File: src/rtl/m10k_row_packer_pkg.sv
// Shared types and default geometry for the M10K row packer.
package m10k_row_packer_pkg;

    localparam int unsigned DATA_LEN_DEF     = 8;
    localparam int unsigned M_DEF            = 8;
    localparam int unsigned ADDRESS_SIZE_DEF = 10;
    localparam int unsigned NUM_ROWS_DEF     = 12;
    localparam int unsigned OFFSET_DEF       = 0;

    // Bank offsets used as OFFSET by the three instances (weights, fmap B, fmap C).
    localparam int unsigned READ_A_ADDR_OFFSET = 0;
    localparam int unsigned READ_B_ADDR_OFFSET = 0;
    localparam int unsigned READ_C_ADDR_OFFSET = 0;

    typedef enum logic [1:0] {
        ST_IDLE  = 2'd0,
        ST_FILL  = 2'd1,
        ST_WRITE = 2'd2,
        ST_DONE  = 2'd3
    } state_e;

endpackage

File: src/rtl/m10k_row_packer.sv
// Packs a byte-serial valid/ready stream into ROW_SIZE-bit SRAM rows and
// writes NUM_ROWS consecutive rows starting at OFFSET, then pulses o_done.
// Optional feature macro: PACKER_EARLY_LAST_EN (i_in_last closes a row early).
module m10k_row_packer
    import m10k_row_packer_pkg::*;
#(
    parameter int unsigned DATA_LEN     = DATA_LEN_DEF,
    parameter int unsigned M            = M_DEF,
    parameter int unsigned ROW_SIZE     = DATA_LEN * M,
    parameter int unsigned ADDRESS_SIZE = ADDRESS_SIZE_DEF,
    parameter int unsigned NUM_ROWS     = NUM_ROWS_DEF,
    parameter int unsigned OFFSET       = OFFSET_DEF
) (
    input  logic                    i_clk,
    input  logic                    i_rst,
    input  logic                    i_load_start,
    input  logic                    i_in_valid,
    input  logic [DATA_LEN-1:0]     i_in_data,
    input  logic                    i_in_last,
    output logic                    o_in_ready,
    output logic [ADDRESS_SIZE-1:0] o_address,
    output logic                    o_wr_en,
    output logic [ROW_SIZE-1:0]     o_write_data,
    output logic [1:0]              o_state,
    output logic [ADDRESS_SIZE-1:0] o_row_cnt,
    output logic                    o_done
);

    localparam int unsigned LANE_W = (M > 1) ? $clog2(M) : 1;
    localparam logic [LANE_W-1:0]       LAST_LANE  = LANE_W'(M - 1);
    localparam logic [ADDRESS_SIZE-1:0] BASE_ADDR  = ADDRESS_SIZE'(OFFSET);
    localparam logic [ADDRESS_SIZE-1:0] ROW_TARGET = ADDRESS_SIZE'(NUM_ROWS);

    state_e                  state_q;
    logic [LANE_W-1:0]       lane_q;
    logic [ROW_SIZE-1:0]     row_q;
    logic [ADDRESS_SIZE-1:0] row_cnt_q;
    logic                    in_ready_q;
    logic                    wr_en_q;
    logic [ADDRESS_SIZE-1:0] address_q;
    logic                    done_q;

    logic                    hs_c;
    logic                    row_end_c;
    logic [ADDRESS_SIZE-1:0] row_cnt_inc_c;

    // Handshake only exists while in FILL, since ready is high only there.
    assign hs_c          = i_in_valid && in_ready_q;
    assign row_cnt_inc_c = row_cnt_q + ADDRESS_SIZE'(1);

`ifdef PACKER_EARLY_LAST_EN
    // A row closes on its last lane or on an early terminator.
    assign row_end_c = (lane_q == LAST_LANE) || i_in_last;
`else
    // Rows are always exactly M words; the terminator is not used.
    logic unused_last_c;
    assign unused_last_c = i_in_last;
    assign row_end_c     = (lane_q == LAST_LANE);
`endif

    // Load FSM with lane counter, row register and registered outputs.
    always_ff @(posedge i_clk) begin
        if (i_rst) begin
            state_q    <= ST_IDLE;
            lane_q     <= '0;
            row_q      <= '0;
            row_cnt_q  <= '0;
            in_ready_q <= 1'b0;
            wr_en_q    <= 1'b0;
            address_q  <= BASE_ADDR;
            done_q     <= 1'b0;
        end else begin
            in_ready_q <= 1'b0;
            wr_en_q    <= 1'b0;
            address_q  <= BASE_ADDR;
            done_q     <= 1'b0;
            case (state_q)
                ST_IDLE: begin
                    lane_q <= '0;
                    row_q  <= '0;
                    if (i_load_start) begin
                        state_q    <= ST_FILL;
                        row_cnt_q  <= '0;
                        in_ready_q <= 1'b1;
                    end
                end
                ST_FILL: begin
                    in_ready_q <= 1'b1;
                    if (hs_c) begin
                        row_q[DATA_LEN*lane_q +: DATA_LEN] <= i_in_data;
                        lane_q <= lane_q + LANE_W'(1);
                        if (row_end_c) begin
                            state_q    <= ST_WRITE;
                            in_ready_q <= 1'b0;
                            wr_en_q    <= 1'b1;
                            address_q  <= BASE_ADDR + row_cnt_q;
                        end
                    end
                end
                ST_WRITE: begin
                    lane_q    <= '0;
                    row_cnt_q <= row_cnt_inc_c;
                    if (row_cnt_inc_c == ROW_TARGET) begin
                        state_q <= ST_DONE;
                        done_q  <= 1'b1;
                    end else begin
                        state_q    <= ST_FILL;
                        row_q      <= '0;
                        in_ready_q <= 1'b1;
                    end
                end
                ST_DONE: begin
                    state_q <= ST_IDLE;
                    lane_q  <= '0;
                    row_q   <= '0;
                end
                default: begin
                    state_q <= ST_IDLE;
                end
            endcase
        end
    end

    assign o_state      = state_q;
    assign o_in_ready   = in_ready_q;
    assign o_wr_en      = wr_en_q;
    assign o_address    = address_q;
    assign o_write_data = row_q;
    assign o_row_cnt    = row_cnt_q;
    assign o_done       = done_q;

endmodule

File: config.mk
export PLATFORM = sky130hd
export DESIGN_NAME = m10k_row_packer
export DESIGN_NICKNAME = d
export VERILOG_FILES = /design/src/rtl/m10k_row_packer_pkg.sv /design/src/rtl/m10k_row_packer.sv
export SDC_FILE = /design/constraint.sdc
export NUM_CORES = 1
export LEC_CHECK = 0
export BUFFER_PORTS_ARGS = -buffer_cell sky130_fd_sc_hd__buf_2
export CAP_MARGIN = 20
export CORE_MARGIN = 5
export CORE_UTILIZATION = 33
export DETAILED_ROUTE_END_ITERATION = 6
export GPL_TIMING_DRIVEN = 0
export SLEW_MARGIN = 25
export SYNTH_ARGS = -nofsm -noshare
export SYNTH_HDL_FRONTEND = slang
export SYNTH_SLANG_ARGS = --single-unit
File: constraint.sdc
create_clock -name i_clk -period 2.5 [get_ports i_clk]
set_input_delay 0.25 -clock i_clk [delete_from_list [all_inputs] [get_ports i_clk]]
set_output_delay 0.25 -clock i_clk [all_outputs]
set_load 0.02 [all_outputs]
==> reports/metrics.csv, run 1 <==
metric,value,unit
top_level_ports,102,
rrSetupSlack,0.13,ns
r2r_end,o_write_data[6],
drv_cap,0,
core,0.0107,mm2
die-area,0.0130,mm2
hold_class,input port to register,
arrival,2.67,ns
cp_top_family,simple AND/OR/NAND/NOR gates,
fin_crit,2.37,ns
cp-start-kind,register,
fin_skew,0.0146,ns
portBuffers,95,
slew_violations,0,
leakagePower,1.86,nW
cts_max_level,3,
fin_total_pwr,2.64,mW
yosysSeqAreaShare,51.8,%
reg2reg_from,lane_q[0],
worst_setup_path_end_kind,register,
max-slew-margin-rel,50.2,%
syn_nets,357,
worst_slew_pin_slew,0.740,ns
preCtsSetupSlack,-0.250,ns
fp.dieW,114,um
critical_path_buf_inv_count,1,
first_global_vias,2938,
min_from,i_in_data[3],
fin_util,41.8,%
area_growth,25.6,%
dp_hpwl,7200,um
layout.nets,462,
grt_pass1_wl,15700,um
path_class,register to register,
synth_cell_types,46,
setup_violations,0,
avgSynthCellArea,10.6,um2
start_util,33.3,%
reg2reg_depth,7,
outcome,"complete, no violations",
fp.dieH,114,um
postCtsSetupBuffers,0,
clock_path_buffers,2,
crit_required,2.81,ns
track_usage,15.3,%
cts_tree,yes,
synth_area,0.00356,mm2
dr.pass1.iters,4,
hold_depth,3,
rows,38,
cts_buffers,9,
overflow,0,
multi_input_area,0.00165,mm2
rsz0062_at_grt,false,
vias,3040,
fin_ws,0.134,ns
gp_congestion,0.786,
clkTransAtPathRegs,0.09,ns
yosys_warnings,0,
wl_per_cell,16.9,um
cp_max_fo,10,
regArea,0.00185,mm2
grt_max_degree,17,
power_density,590,mW/mm2
period_share,94.6,%
drc_errors,0,
syn_inst,336,
cp_slowest_cell,or4b_1,
drive_above_1_share,30.9,%
num_antenna_cells,0,
ant_nets,0,
ir_worst_vdd,0.318,mV
clockRootBuffer,clkbuf_8,
fin_setup_tns,0,ns
routed_wl,9880,um
drt_iter0_markers,199,
hold_violations,0,
fillers,1059,
ys_async_sr_fraction,0,%
synth_edf_count,0,
cts_sinks,92,
slowest_delay,0.53,ns
ys.flop_type,dfxtp_1,
vias_per_cell,5.19,
fmax,0.423,GHz
grt_antenna_before_repair,0,
min_to,o_write_data[35],
clk_latency,0.36,ns
synth_seq_cells,92,
crit_chain,"inv_1, ha_1, ha_2, or4b_1, or3_4, nor2_4, a22o_1",
## where the power goes
| part | internal, mW | total [mW] | switching [mW] |
|---|---|---|---|
| Combinational | 0.0373 | 0.125 | 0.0879 |
| Sequential | 1.47 | 1.47 | 0.00378 |
| Clock | 0.504 | 1.04 | 0.539 |
## registers in the layout, summed over array words and instances (netlist names)
name          cells
o_write_data     64
lane_q            3
o_address        10
o_wr_en           1
o_done            1
o_in_ready        1
o_state           2
o_row_cnt        10
## final cells by class
type | instances | area share (%)
clock inverters | 5 | 1.51
flip-flops and latches | 92 | 41.3
plain buffers | 22 | 2.24
well taps | 140 | 3.92
clock buffers | 11 | 3.16
inverters | 5 | 0.420
multi-input cells | 216 | 36.8
repair buffers | 95 | 10.6
## layer usage
metal | wire length, um | track usage [%] | vias to the layer above
li1 | - | - | 1472
met2 | 4730 | 24.0 | 80
met1 | 4390 | 20.0 | 1475
met5 | 0 | 0 | -
met3 | 573 | 4.35 | 13
met4 | 193 | 5.78 | 0
## cells by family (layout without fill, tap and decap cells)
group / Yosys count / in the layout / synth area share (%)
flops: 92 / 92 / 51.8
xor+xnor: 1 / 1 / 0.246
simple gates: 98 / 98 / 15.4
mux: 3 / 3 / 0.914
buf+inv: 28 / 138 / 3.45
fa+ha+maj: 8 / 8 / 2.81
compound gates: 106 / 106 / 25.5
## synthesized netlist by cell type (8+ instances only)
| library cell | instances | area (um2) |
|---|---|---|
| dfxtp_1 | 92 | 1840 |
| a32o_1 | 36 | 360 |
| nand2_1 | 23 | 86.3 |
| a21oi_1 | 15 | 75.1 |
| a22o_1 | 14 | 123 |
| o21ai_0 | 14 | 70.1 |
| clkbuf_1 | 12 | 45.0 |
| nor2_1 | 12 | 45.0 |
| and2_1 | 11 | 68.8 |
| nand2b_1 | 10 | 62.6 |
| nor3_1 | 9 | 45.0 |
| ha_1 | 8 | 100 |
## how the worst max path moves through the flow
stage,start,to,slack [ns],depth (start not counted)
2_1_floorplan,lane_q[0],o_write_data[0],0.05,8
3_3_place_gp,lane_q[0],o_write_data[38],-0.33,8
3_5_place_dp,lane_q[0],o_write_data[6],-0.25,8
4_1_cts,lane_q[0],o_write_data[52],0.006,6
5_1_grt,lane_q[0],o_write_data[7],0.008,7
6_report,lane_q[0],o_write_data[6],0.13,7
## per-stage QoR
stage                     hold slack, ns  cells  area [um2]
final                              0.159    586        4470
after global routing               0.161    586        4470
after CTS                          0.147    586        4440
after detailed placement           0.444    571        4220
after global placement             0.440    571        4210
after floorplan                    0.386    336        3560
## repair_timing
action,in CTS,in global routing
endpoints found under the hold margin,0,0
endpoints found under the setup margin,33,33
hold buffers,0,0
gates resized for setup,6,5
pin swaps,0,0
## placed cells by master (no fill, tap or decap), types with 2 or more instances in the layout
| cell | count |
|---|---|
| a21oi_1 | 15 |
| a22o_1 | 14 |
| a22oi_1 | 2 |
| a32o_1 | 36 |
| and2_1 | 11 |
| and3_1 | 2 |
| buf_1 | 7 |
| buf_2 | 97 |
| buf_6 | 2 |
| clkbuf_1 | 12 |
| clkbuf_8 | 10 |
| clkinv_4 | 2 |
| dfxtp_1 | 90 |
| ha_1 | 7 |
| inv_1 | 5 |
| mux2_2 | 2 |
| nand2_1 | 23 |
| nand2b_1 | 10 |
| nand3_1 | 3 |
| nor2_1 | 10 |
| nor2b_1 | 5 |
| nor3_1 | 6 |
| nor3_2 | 3 |
| nor3b_1 | 2 |
| nor4_1 | 2 |
| nor4_2 | 2 |
| nor4b_1 | 3 |
| o21ai_0 | 14 |
| o21ai_4 | 7 |
| o2bb2ai_1 | 6 |
| o31ai_1 | 5 |
| or2_2 | 2 |
| or4b_1 | 2 |
## tightest hold or removal path: stages
cell,delay (ns)
buf_2,0.12
nand2_1,0.06
a21oi_1,0.05
(Power assumes the default switching activity.)
==> run 2: changes to the inputs <==
CORE_MARGIN = unset   (was 5)
CORE_UTILIZATION = 46   (was 33)
PLACE_DENSITY = 0.75   (was unset)
==> reports/metrics.csv, run 2 (same netlist as run 1, synthesis figures left out) <==
metric,value,unit,change
hold_class,input port to register,,
clockPowerShare,37.8,%,-1.7 points
final_cell_mix,"buf_2 (97), dfxtp_1 (90), a32o_1 (36)",,
area_growth,23.9,%,
cts_tree,yes,,
layout.cells.non_filler,545,,-7.0%
postCtsSetupBuffers,0,,unchanged
fin_crit,2.39,ns,+0.0195 ns
worst_slew_pin_slew,0.793,ns,+0.0522 ns
top_level_ports,102,,unchanged
fmax,0.419,GHz,-0.82%
grt_antenna_before_repair,0,,unchanged
p_int,1.89,mW,-5.8%
drv_cap,0,,unchanged
grt_max_degree,19,,+2
period_share,95.4,%,+0.78 points
track_usage,22.5,%,+7.2 points
outcome,"complete, no violations",,
power_density,582,mW/mm2,-1.4%
cp_slowest_cell,or4b_4,,
gp_congestion,0.811,,+3.3%
fin_util,59.8,%,+18 points
cts_max_level,3,,unchanged
crit_chain,"inv_1, ha_1, ha_2, or4b_4, or3_4, nor2_4, a22o_1",,
cts_hold_buf,0,,unchanged
clkTransAtPathRegs,0.09,ns,about the same
grt_pass1_wl,14500,um,-7.5%
layout.nets,462,,unchanged
die-area,0.00809,mm2,-38%
start_util,48.3,%,+15 points
regArea,0.00185,mm2,unchanged
rows,31,,-18%
slew_violations,0,,unchanged
placed_area,0.00417,mm2,-1.2%
worst_setup_path_end_kind,register,,
wl_per_cell,16.7,um,-0.89%
ir_worst_vdd,0.361,mV,+14%
fin_total_pwr,2.57,mW,-2.7%
swShare,26.3,%,+2.4 points
drc_errors,0,,unchanged
fillers,650,,-39%
cts_buffers,9,,unchanged
drt_iter0_markers,167,,-16%
cp-start-kind,register,,
vias,3112,,+2.4%
fp.dieW,90.0,um,-21%
fin_skew,0.00783,ns,-0.00672 ns
dpl.cell_count,530,,-7.2%
max-slew-margin-rel,46.7,%,-3.5 points
cp_max_fo,10,,unchanged
leakagePower,1.86,nW,-0.39%
vias_per_cell,5.71,,+10%
cts_sinks,92,,unchanged
core,0.00737,mm2,-31%
hold_violations,0,,unchanged
final_common_cell,buf_2,,
p_sw,0.674,mW,+7.0%
clockRootBuffer,clkbuf_8,,
ant_nets,0,,unchanged
setup_violations,0,,unchanged
arrival,2.69,ns,+0.02 ns
num_antenna_cells,0,,unchanged
dr.pass1.iters,4,,unchanged
postLayoutCellArea,0.00441,mm2,-1.3%
first_global_vias,2889,,-1.7%
pwr-share-comb,4.9,%,+0.2 points
slowest_delay,0.53,ns,about the same
path_class,register to register,,
portBuffers,95,,unchanged
crit_required,2.81,ns,about the same
seq_power_share,57.3,%,+1.6 points
clk_latency,0.36,ns,about the same
overflow,0,,unchanged
multi_input_area,0.00165,mm2,+0.46%
drive_above_1_share,31.4,%,+0.45 points
routed_wl,9110,um,-7.8%
holdWs,0.148,ns,-0.0112 ns
clock_path_buffers,2,,unchanged
dp_hpwl,6390,um,-11%
largest_reg_flops,64,,unchanged
fp.dieH,90.0,um,-21%
run 2: cell count changes in the layout (fill, tap and decap cells not counted), sizes merged:
cell	before	now
clkinvlp	0	1
inv	7	8
bufinv	1	0
clkbuf	22	20
clkinv	2	3
run 2: metal layers:
| layer | vias up | routed length, um | track usage [%] |
|---|---|---|---|
| met1 | 1524 | 4050 | 28.5 |
| met2 | 95 | 4390 | 37.2 |
| li1 | 1479 | - | - |
| met4 | 0 | 157 | 9.81 |
| met5 | - | 0 | 0 |
| met3 | 14 | 522 | 4.48 |
run 2: worst max-delay path, delay by kind of cell (launching register included):
family | cells | cell delay (ns)
adder cells (fa/ha/maj) | 2 | 0.55
buffers and inverters | 1 | 0.10
flip-flops | 1 | 0.41
AO/OA/AOI/OAI | 1 | 0.15
AND/OR/NAND/NOR | 3 | 1.13
run 2: through the flow:
step	worst slack (ns)	TNS, ns
floorplan	0.0461	0
global placement	-0.297	-5.69
detailed placement	-0.252	-4.74
CTS	0.0479	0
global route	-0.000289	-0.000289
finish	0.115	0
run 2: path summary, 6_finish.rpt:
path | startpoint | endpoint | slack, ns | depth (start not counted)
max | lane_q[0] | o_write_data[0] | 0.11 | 7
min reg2reg | o_write_data[9] | o_write_data[9] | 0.47 | 1
min | i_in_data[3] | o_write_data[35] | 0.15 | 3
max reg2reg | lane_q[0] | o_write_data[0] | 0.11 | 7
run 2: area by class of cell:
cell class / instances / share of cell area [%]
sequential: 92 / 41.9
multi-input combinational: 216 / 37.5
timing repair buffer: 95 / 10.8
clock buffer: 9 / 2.81
tap: 99 / 2.81
buffer: 22 / 2.30
clock inverter: 7 / 1.53
inverter: 5 / 0.426
run 2: timing repair:
item,CTS,global route
setup endpoints to repair,36,31
gates resized for setup,9,6
pin swaps,0,0
gates cloned,0,0
run 2: power groups by stage:
stage	clock (mW)	combinational, mW	sequential, mW
global placement	0	0.118	1.51
CTS	0.978	0.125	1.47
floorplan	0	0.0758	1.51
finish	0.970	0.126	1.47
detailed placement	0	0.119	1.51
global route	1.04	0.135	1.47
==> run 3: changes to the inputs <==
CELL_PAD_IN_SITES_DETAIL_PLACEMENT = 1   (was unset)
CELL_PAD_IN_SITES_GLOBAL_PLACEMENT = 1   (was unset)
CORE_MARGIN = 1.5   (was unset)
CORE_UTILIZATION = 35   (was 46)
PLACE_DENSITY = unset   (was 0.75)
PLACE_DENSITY_LB_ADDON = 0.1   (was unset)
==> reports/metrics.csv, run 3 (same netlist as run 1, synthesis figures left out) <==
metric,value,unit,change
ir_worst_vdd,0.246,mV,-32%
rsz0062_at_grt,false,,
drc_errors,0,,unchanged
hold_violations,0,,unchanged
slew_violations,0,,unchanged
final_cell_mix,"buf_2 (97), dfxtp_1 (90), a32o_1 (36)",,
dp_hpwl,7510,um,+18%
track_usage,19.7,%,-2.8 points
max-slew-margin-rel,50.5,%,+3.8 points
overflow,0,,unchanged
rrSetupSlack,0.09,ns,-0.03 ns
r2r_end,o_write_data[7],,
crit_chain,"inv_1, ha_1, ha_2, or4b_1, or3_4, nor2_4, a22o_1",,
rows,36,,+16%
grt_antenna_before_repair,0,,unchanged
power_density,589,mW/mm2,+1.1%
grt_max_degree,17,,-2
fin_crit,2.41,ns,+0.0271 ns
hold_class,input port to register,,
period_share,96.5,%,+1.1 points
holdWs,0.158,ns,+0.00942 ns
cts_max_level,3,,unchanged
fin_ws,0.0878,ns,-0.0271 ns
layout.cells.non_filler,581,,+6.6%
die-area,0.0108,mm2,+33%
min_from,i_in_data[5],,
vias_per_cell,5.30,,-7.1%
grt_pass1_wl,16600,um,+14%
slowest_delay,0.54,ns,about the same
multi_input_area,0.00166,mm2,+0.15%
setup_violations,0,,unchanged
fp.dieW,104,um,+15%
clock_path_buffers,2,,unchanged
min_to,o_write_data[37],,
worst_setup_path_end_kind,register,,
clkTransAtPathRegs,0.09,ns,about the same
dr.pass1.iters,4,,unchanged
cts_sinks,92,,unchanged
cts_hold_buf,0,,unchanged
fp.dieH,104,um,+15%
drt_iter0_markers,85,,-49%
vias,3081,,-1.0%
gp_congestion,0.775,,-4.5%
outcome,"complete, no violations",,
fin_setup_tns,0,ns,unchanged
fin_skew,0.0140,ns,+0.00619 ns
cts_tree,yes,,
largest_reg_flops,64,,unchanged
routed_wl,10400,um,+14%
cp_slowest_cell,or4b_1,,
drv_cap,0,,unchanged
wl_per_cell,17.9,um,+7.4%
reg2reg_from,lane_q[0],,
start_util,36.2,%,-12 points
worst_slew_pin_slew,0.737,ns,-0.0554 ns
clk_latency,0.36,ns,about the same
cts_buffers,9,,unchanged
crit_required,2.81,ns,about the same
clockRootBuffer,clkbuf_8,,
fmax,0.415,GHz,-1.1%
arrival,2.72,ns,+0.03 ns
dpl.cell_count,564,,+6.4%
cp-start-kind,register,,
top_level_ports,102,,unchanged
ant_nets,0,,unchanged
preCtsSetupSlack,-0.350,ns,-0.0973 ns
drive_above_1_share,31.0,%,-0.36 points
leakagePower,1.87,nW,+0.85%
hold_depth,3,,unchanged
portBuffers,95,,unchanged
fillers,1167,,+80%
reg2reg_depth,7,,unchanged
layout.nets,464,,+0.43%
regArea,0.00185,mm2,unchanged
fin_total_pwr,2.64,mW,+2.7%
final_common_cell,buf_2,,
num_antenna_cells,0,,unchanged
first_global_vias,3140,,+8.7%
area_growth,25.8,%,
cp_max_fo,10,,unchanged
path_class,register to register,,
crit_start,lane_q[0],,
core,0.00982,mm2,+33%
run 3: cell type report:
class | count | share of cell area, %
buffer | 22 | 2.26
clock buffer | 10 | 2.85
clock inverter | 6 | 1.57
inverter | 5 | 0.419
multi-input combinational | 216 | 37.0
sequential | 92 | 41.3
tap | 133 | 3.72
timing repair buffer | 97 | 11.0
run 3: per-layer routing:
layer	vias to the layer above	wire, um	GRT usage (%)
met1	1521	4940	26.6
met2	70	4790	30.2
met4	0	78	6.25
met3	6	619	5.66
met5	-	0	0
li1	1484	-	-
run 3: stage by stage:
stage	cell area, um2	utilization (%)
final	4480	45.6
after global routing	4480	45.6
after CTS	4430	45.1
after detailed placement	4220	42.9
after global placement	4200	42.8
after floorplan	3560	-
run 3: report_power, final:
group	switching, mW	internal (mW)	leakage [nW]
logic	0.0919	0.0385	1.03
registers	0.00408	1.47	0.743
clock network	0.560	0.474	0.102
total	0.656	1.98	1.87
run 3: worst max-delay path: cells and delay by family, from the launching register on:
kind,cells,cell delay [ns]
AO/OA/AOI/OAI,1,0.14
adder cells (fa/ha/maj),2,0.56
buffers and inverters,1,0.09
flip-flops,1,0.41
AND/OR/NAND/NOR,3,1.16
run 3: worst max path at each step:
stage,slack (ns),cells past startpoint,endpoint
2_1_floorplan,0.05,8,o_write_data[0]
3_3_place_gp,-0.48,8,o_write_data[35]
3_5_place_dp,-0.35,8,o_write_data[4]
4_1_cts,0.05,7,o_write_data[7]
5_1_grt,0.006,7,o_write_data[1]
6_report,0.09,7,o_write_data[7]
run 3: timing repair:
action | 4_1_cts | 5_1_grt
endpoints found under the setup margin | 36 | 47
buffers inserted | 0 | 2
resized for setup | 6 | 7
